`config.mk`:
```
export PLATFORM = sky130hd
export DESIGN_NAME = inst_fetch
export DESIGN_NICKNAME = d
export VERILOG_FILES = /design/src/rtl/cpu_pkg.sv /design/src/rtl/inst_fetch.sv
export SDC_FILE = /design/constraint.sdc
export NUM_CORES = 1
export LEC_CHECK = 0
export ABC_CLOCK_PERIOD_IN_PS = 2500
export BUFFER_PORTS_ARGS = -buffer_cell sky130_fd_sc_hd__buf_2
export CAP_MARGIN = 20
export CORE_MARGIN = 1
export CORE_UTILIZATION = 49
export CTS_CLUSTER_DIAMETER = 150
export DETAILED_ROUTE_END_ITERATION = 10
export GPL_TIMING_DRIVEN = 0
export PLACE_DENSITY = 0.77
export SLEW_MARGIN = 40
export SYNTH_ARGS = -nofsm -noshare
export SYNTH_HDL_FRONTEND = slang
export SYNTH_SLANG_ARGS = --single-unit
```
`constraint.sdc`:
```
create_clock -name clk -period 2.5 [get_ports clk]
set_input_delay 0.75 -clock clk [delete_from_list [all_inputs] [get_ports clk]]
set_output_delay 0.75 -clock clk [all_outputs]
set_load 0.02 [all_outputs]
```
`src/rtl/cpu_pkg.sv`:
```
// Shared definitions for the 16-bit accumulator CPU: fetch FSM states,
// the instruction-length bit and the default reset address.
package cpu_pkg;

    typedef enum logic [1:0] {
        ST_BOOT,
        ST_FETCH_HI,
        ST_FETCH_LO,
        ST_VALID
    } fetch_state_t;

    // Opcode bit that marks a two-byte (one-operand) instruction; the decoder
    // sees this as inst[15].
    localparam int OPC_LONG_BIT = 7;

    localparam logic [15:0] RESET_PC_DEFAULT = 16'h0000;

endpackage

```
`src/rtl/inst_fetch.sv`:
```
// Instruction fetch unit: reads opcode/operand bytes over a byte-wide req/ack
// port and hands assembled 16-bit instructions to the core via valid/ready.
//
// state    | meaning
// ---------+------------------------------------------------------------
// BOOT     | one idle cycle after reset
// FETCH_HI | requesting opcode byte at pc
// FETCH_LO | requesting operand byte at pc+1
// VALID    | instruction presented, waiting for inst_ready
module inst_fetch
    import cpu_pkg::*;
#(
    parameter logic [15:0] RESET_PC = RESET_PC_DEFAULT
) (
    input  logic        clk,
    input  logic        rst_n,
    input  logic        pc_load,
    input  logic [15:0] pc_target,
    output logic        mem_req,
    output logic [15:0] mem_addr,
    input  logic        mem_ack,
    input  logic [7:0]  mem_rdata,
    output logic        inst_valid,
    input  logic        inst_ready,
    output logic [15:0] inst,
    output logic [15:0] inst_pc,
    output logic [15:0] inst_next_pc
);

    fetch_state_t state, state_nxt;

    logic [15:0] pc, pc_nxt;
    logic [15:0] pc_plus1;
    logic [15:0] inst_nxt, inst_pc_nxt, inst_next_pc_nxt;
    logic        redirect_pend, redirect_pend_nxt;
    logic [15:0] redirect_tgt, redirect_tgt_nxt;
    logic [15:0] restart_pc;

    assign pc_plus1 = pc + 16'd1;

    // A fresh pc_load on the acking cycle overrides an older latched target.
    assign restart_pc = pc_load ? pc_target : redirect_tgt;

    assign mem_req    = (state == ST_FETCH_HI) || (state == ST_FETCH_LO);
    assign mem_addr   = (state == ST_FETCH_LO) ? pc_plus1 : pc;
    assign inst_valid = (state == ST_VALID);

    always_ff @(posedge clk or negedge rst_n) begin
        if (!rst_n) begin
            state         <= ST_BOOT;
            pc            <= RESET_PC;
            inst          <= 16'h0000;
            inst_pc       <= RESET_PC;
            inst_next_pc  <= RESET_PC;
            redirect_pend <= 1'b0;
            redirect_tgt  <= RESET_PC;
        end else begin
            state         <= state_nxt;
            pc            <= pc_nxt;
            inst          <= inst_nxt;
            inst_pc       <= inst_pc_nxt;
            inst_next_pc  <= inst_next_pc_nxt;
            redirect_pend <= redirect_pend_nxt;
            redirect_tgt  <= redirect_tgt_nxt;
        end
    end

    always_comb begin
        state_nxt         = state;
        pc_nxt            = pc;
        inst_nxt          = inst;
        inst_pc_nxt       = inst_pc;
        inst_next_pc_nxt  = inst_next_pc;
        redirect_pend_nxt = redirect_pend;
        redirect_tgt_nxt  = redirect_tgt;

        case (state)
            ST_BOOT: begin
                state_nxt = ST_FETCH_HI;
                if (pc_load) begin
                    pc_nxt = pc_target;
                end
            end

            ST_FETCH_HI: begin
                if (mem_ack) begin
                    if (pc_load || redirect_pend) begin
                        pc_nxt            = restart_pc;
                        redirect_pend_nxt = 1'b0;
                        state_nxt         = ST_FETCH_HI;
                    end else begin
                        inst_nxt[15:8] = mem_rdata;
                        inst_pc_nxt    = pc;
                        if (mem_rdata[OPC_LONG_BIT]) begin
                            state_nxt = ST_FETCH_LO;
                        end else begin
                            inst_nxt[7:0]    = 8'h00;
                            inst_next_pc_nxt = pc_plus1;
                            state_nxt        = ST_VALID;
                        end
                    end
                end else if (pc_load) begin
                    redirect_pend_nxt = 1'b1;
                    redirect_tgt_nxt  = pc_target;
                end
            end

            ST_FETCH_LO: begin
                if (mem_ack) begin
                    if (pc_load || redirect_pend) begin
                        pc_nxt            = restart_pc;
                        redirect_pend_nxt = 1'b0;
                        state_nxt         = ST_FETCH_HI;
                    end else begin
                        inst_nxt[7:0]    = mem_rdata;
                        inst_next_pc_nxt = pc + 16'd2;
                        state_nxt        = ST_VALID;
                    end
                end else if (pc_load) begin
                    redirect_pend_nxt = 1'b1;
                    redirect_tgt_nxt  = pc_target;
                end
            end

            ST_VALID: begin
                if (pc_load) begin
                    pc_nxt    = pc_target;
                    state_nxt = ST_FETCH_HI;
                end else if (inst_ready) begin
                    pc_nxt    = inst_next_pc;
                    state_nxt = ST_FETCH_HI;
                end
            end

            default: begin
                state_nxt = ST_BOOT;
            end
        endcase
    end

endmodule

```
=== After elaboration in Yosys (flattened, before gate mapping) ===
Cells that the tools add are included.

* Bits in registers: 83
* Bits of input ports: 29
* Word-level logic and storage cells: 68

* $add $sub $neg: 2
* Equality and inequality tests: 13
* Multiplexer cells: 31
* Bitwise gates (word level): 2
* Reductions and logical operators: 12

{| class="wikitable"
|+ Operator list
! kind !! number
|-
| $mux 16 || 12
|-
| $pmux 16 s3 || 1
|-
| $mux 8 || 5
|-
| $pmux 16 s2 || 1
|-
| $add 16x1->16 const B || 1
|-
| $add 16x2->16 const B || 1
|-
| $pmux 8 s2 || 1
|-
| $mux 2 || 6
|-
| $ne 2x2->1 const B || 6
|-
| $reduce_and 3->1 || 3
|-
| $pmux 2 s4 || 1
|-
| $ne 2x1->1 const B || 3
|-
| $reduce_and 6->1 || 1
|-
| $eq 2x2->1 const B || 2
|-
| $mux 1 || 4
|-
| $reduce_and 4->1 || 1
|-
| $reduce_bool 2->1 || 2
|-
| $ne 3x2->1 const B || 1
|-
| $eq 2x1->1 const B || 1
|-
| $logic_not 2->1 || 1
|-
| $logic_or 1x1->1 || 2
|-
| $not 1->1 || 2
|-
| $reduce_and 2->1 || 1
|-
| $reduce_or 2->1 || 1
|}

=== Depth between registers and ports, before layout ===
* Word-level depth: 5
* Mapped depth: 8

=== Worst setup path after synthesis ===
No wires, ideal clock.

* Path kind: reg-to-output
* From: register state[0]
* To: output port mem_addr[14]
* Arrival: 2.013 ns
* Slack: -0.263 ns
* Cell stages (with the launch flop): 7
* Path buffers: 0
* Cell sequence: dfrtp_1 > inv_1 > ha_1 > nand4_1 > or3_2 > nor3_1 > xor2_1

* Cells in the longest elaborated chain, start to end: 2

{| class="wikitable"
|+ RTL lines
! element !! RTL line !! source
|-
| start: declaration || inst_fetch.sv:30 || <nowiki>fetch_state_t state, state_nxt;</nowiki>
|-
| start signal: assignment || inst_fetch.sv:58 || <nowiki>state <= state_nxt;</nowiki>
|-
| $eq 2x2->1 || inst_fetch.sv:45 || <nowiki>assign mem_addr = (state == ST_FETCH_LO) ? pc_plus1 : pc;</nowiki>
|-
| $mux 16 || inst_fetch.sv:45 ||
|-
| end: declaration || inst_fetch.sv:20 || <nowiki>output logic [15:0] mem_addr,</nowiki>
|}

Every way passes these cells.

=== Final worst setup path ===
Same ends and word-level chain as after synthesis.

==> impl_metrics.py <==
metrics = {
    "floorplan": {
        "start_util_pct": 50.37,
        "die-height_um": 93.67,
        "die_w_um": 93.67,
        "core-area_um2": 8175,
        "num_rows": 33,
        "ios": 95,
        "dieArea_um2": 8774,
    },
    "setup_path": {
        "critPathLaunch": "state[0]",
        "cp_top_family": "simple AND/OR/NAND/NOR gates",
        "path_class": "reg -> out",
        "critPathBufInv": 2,
        "cpPeakStageDelay_ps": 410,
        "start_kind": "flip-flop",
        "crit_required_ps": 1750,
        "cp-end-kind": "output port",
        "critPathArrivalTime_ps": 2020,
        "critical_path.slowest_cell": "or3_4",
        "crit_chain": "inv_2, ha_4, nand4_1, or3_4, nor3_4, xor2_2, buf_6",
        "r2r_start": "state[0]",
        "crit_fanout": 4,
    },
    "global_route": {
        "grt_antenna_before_repair": 0,
        "overflow": 0,
        "first_global_vias": 3498,
        "grt_max_degree": 57,
        "grt_pass1_wl_um": 17510,
        "grt_util_all_layers_pct": 26.46,
    },
    "min_path": {
        "hold_path.class": "in -> async",
    },
    "finish": {
        "fill_cells": 609,
        "antenna_cells": 0,
        "final_layout_size_suffix_gt1_share_pct": 49.00,
        "final_core_util_pct": 67.36,
        "area_growth_pct": 33.73,
        "seq_area_um2": 2082,
        "finalInstanceArea_um2": 5507,
        "nets": 529,
        "multi_input_area_um2": 2097,
    },
    "logic_synthesis": {
        "synthTopCellsByArea": "dfrtp_1, mux2_2, nand2_1, o21ai_0, xnor2_1",
        "postSynthCellCount": 368,
        "ys_seq_elements": 83,
        "synthDominantCellAreaShare_pct": 50.44,
        "yosysTopAreaCell": "dfrtp_1",
        "yosysWarningCount": 0,
        "ys_types": 44,
        "yosysSeqAreaShare_pct": 50.44,
        "syn_avg_cell_area_um2": 11.19,
        "synth.cell_area_um2": 4118,
        "synth_nets": 404,
    },
    "cts": {
        "h-tree-depth": 3,
        "cts_made_buffers": 9,
        "clk_path_buf_depth": 2,
        "clkTransAtPathRegs_ps": 90,
        "cts_tree": "yes",
        "root_buffer": "clkbuf_8",
        "hold_buffers": 0,
        "cts.sinks": 83,
        "clk-insertion-delay-late_ps": 360,
    },
    "place": {
        "port_buffers": 93,
        "gp_congestion": 0.8616,
        "dpl_worst_slack_ps": -284.3,
        "dp_hpwl_um": 7204,
        "placed_area_um2": 4821,
    },
    "pwr": {
        "internal_power_mw": 4.314,
        "p_comb_share_pct": 51.7,
        "p_seq_share_pct": 32.1,
        "p_leak_nw": 2.566,
        "p_clk_share_pct": 16.2,
        "cellPowerDensity_nw_per_um2": 1328,
        "power_switching_mw": 2.997,
        "p_sw_share_pct": 40.99,
        "ir_drop_uv": 629.9,
    },
    "outcome": {
        "violations": "negative setup slack",
        "status": "finished with violations",
    },
    "sta": {
        "fin_ws_ps": -269.4,
        "slew_viol_final": 0,
        "fmax_mhz": 361.1,
        "period_share_pct": 110.8,
        "setup_viol": 10,
        "hold_viol": 0,
        "fin_crit_ps": 2769,
        "slew_headroom_pct": 48.86,
        "worst_slew_pin_slew_ps": 762.1,
        "rsz0062_at_grt": "yes",
        "fin_worst_skew_ps": 10.56,
    },
    "job": {
        "cap_violations": 0,
    },
    "detailed_routing": {
        "vias": 3390,
        "wl_um": 11000,
        "remaining_drc_errors": 0,
        "wl_per_cell_um": 18.25,
        "viasPerCell": 5.622,
        "drt-pass1-iter-count": 5,
        "antenna_left": 0,
        "drt_iter0_markers": 268,
    },
}
## state kept, by name (all words and copies together), names as in the netlist
name,count
inst,16
inst_next_pc,16
inst_pc,16
pc,16
redirect_pend,1
redirect_tgt,16
state,2
## cells in the final DEF, fill, tap and decap left out, types with 4 or more instances in the layout
master | Yosys | routed
a21oi_1 | 5 | 5
a22oi_1 | 16 | 16
buf_2 | 6 | 83
buf_4 | 5 | 29
buf_6 | 1 | 14
clkbuf_1 | 14 | 10
clkbuf_2 | 2 | 6
clkbuf_8 | 0 | 10
dfrtp_1 | 83 | 79
dfrtp_2 | 0 | 4
ha_1 | 7 | 4
inv_1 | 6 | 5
mux2_2 | 55 | 55
nand2_1 | 42 | 40
nand4_1 | 5 | 5
nor2_1 | 12 | 6
nor2_4 | 0 | 4
nor3_1 | 7 | 4
o21ai_0 | 28 | 27
o2bb2ai_1 | 15 | 15
xnor2_1 | 16 | 13
xor2_1 | 12 | 5
xor2_2 | 0 | 6
## layout make-up
class | instances | area share [%]
multi-input cells | 248 | 38.08
plain buffers | 30 | 3.658
inverters | 6 | 0.4090
flip-flops and latches | 83 | 37.81
clock buffers | 12 | 2.636
well taps | 105 | 2.386
repair buffers | 115 | 13.25
clock inverters | 4 | 1.772
## metal layers
| metal | vias up | global-route usage [%] | routed length [um] | part of all wire, % |
|---|---|---|---|---|
| met5 | - | 0 | 0 | 0 |
| met4 | 0 | 11.41 | 184 | 1.7 |
| met3 | 18 | 6.068 | 885 | 8.0 |
| met2 | 172 | 43.32 | 5527 | 50 |
| met1 | 1671 | 33.67 | 4405 | 40 |
| li1 | 1529 | - | - | - |
## metrics by stage
step	hold slack, ps	total power, mW	cells	TNS, ps
after floorplan	454.4	4.630	368	-29.14
after global placement	456.7	5.531	566	-1414
after detailed placement	469.9	5.658	567	-1732
after CTS	254.6	7.011	595	-1363
after global routing	258.8	7.719	603	-2149
final	245.4	7.311	603	-1389
## cell families after synthesis
group / share of synthesized area [%]
and+or+nand+nor: 9.693
DFF: 50.44
adders and majority gates: 2.127
buffers and inverters: 4.497
muxes: 15.77
AOI/OAI and AO/OA: 11.52
xor gates and xnor gates: 5.956
## synth_stat cells
master and instances:
a21boi_0 1, a21oi_1 5, a22oi_1 16, a31oi_1 1, and2_1 1, and2b_1 1
buf_1 1, buf_2 6, buf_4 5, buf_6 1, clkbuf_1 14, clkbuf_2 2
clkbuf_4 1, clkdlybuf4s25_2 1, dfrtp_1 83, ha_1 7, inv_1 6, mux2_2 55
mux2i_1 3, nand2_1 42, nand2b_1 1, nand3_1 1, nand3b_1 1, nand4_1 5
nand4_2 1, nor2_1 12, nor2b_1 2, nor3_1 7, nor3b_1 1, nor4_1 3
o21a_1 1, o21ai_0 28, o21ai_1 1, o221ai_2 1, o22ai_1 1, o2bb2ai_1 15
o32a_1 1, or2_2 2, or3_1 1, or3_2 1, or3b_2 1, or4_4 1
xnor2_1 16, xor2_1 12
## final timing paths
kind	cells after the start	endpoint	slack, ps
min in group clk	2	inst[2]	490
max in group asynchronous	2	pc[1]	1690
worst min register to register	2	inst[2]	490
worst max-delay path	7	mem_addr[14]	-270
worst max register to register	7	pc[15]	110
worst min-delay path	1	inst_next_pc[5]	250
## power by group through the flow
stage | Combinational [mW] | Sequential, mW | Clock [mW]
after detailed placement | 3.29 | 2.36 | 0
after CTS | 3.50 | 2.32 | 1.19
after floorplan | 1.96 | 2.67 | 0
after global placement | 3.20 | 2.33 | 0
after global routing | 4.07 | 2.42 | 1.23
final | 3.78 | 2.34 | 1.19
## what timing repair did
item	CTS	global route
setup buffers	14	9
endpoints found under the setup margin	15	22
gates resized for setup	31	51
pin swaps	9	9
Power figures use the tool's default switching activity.
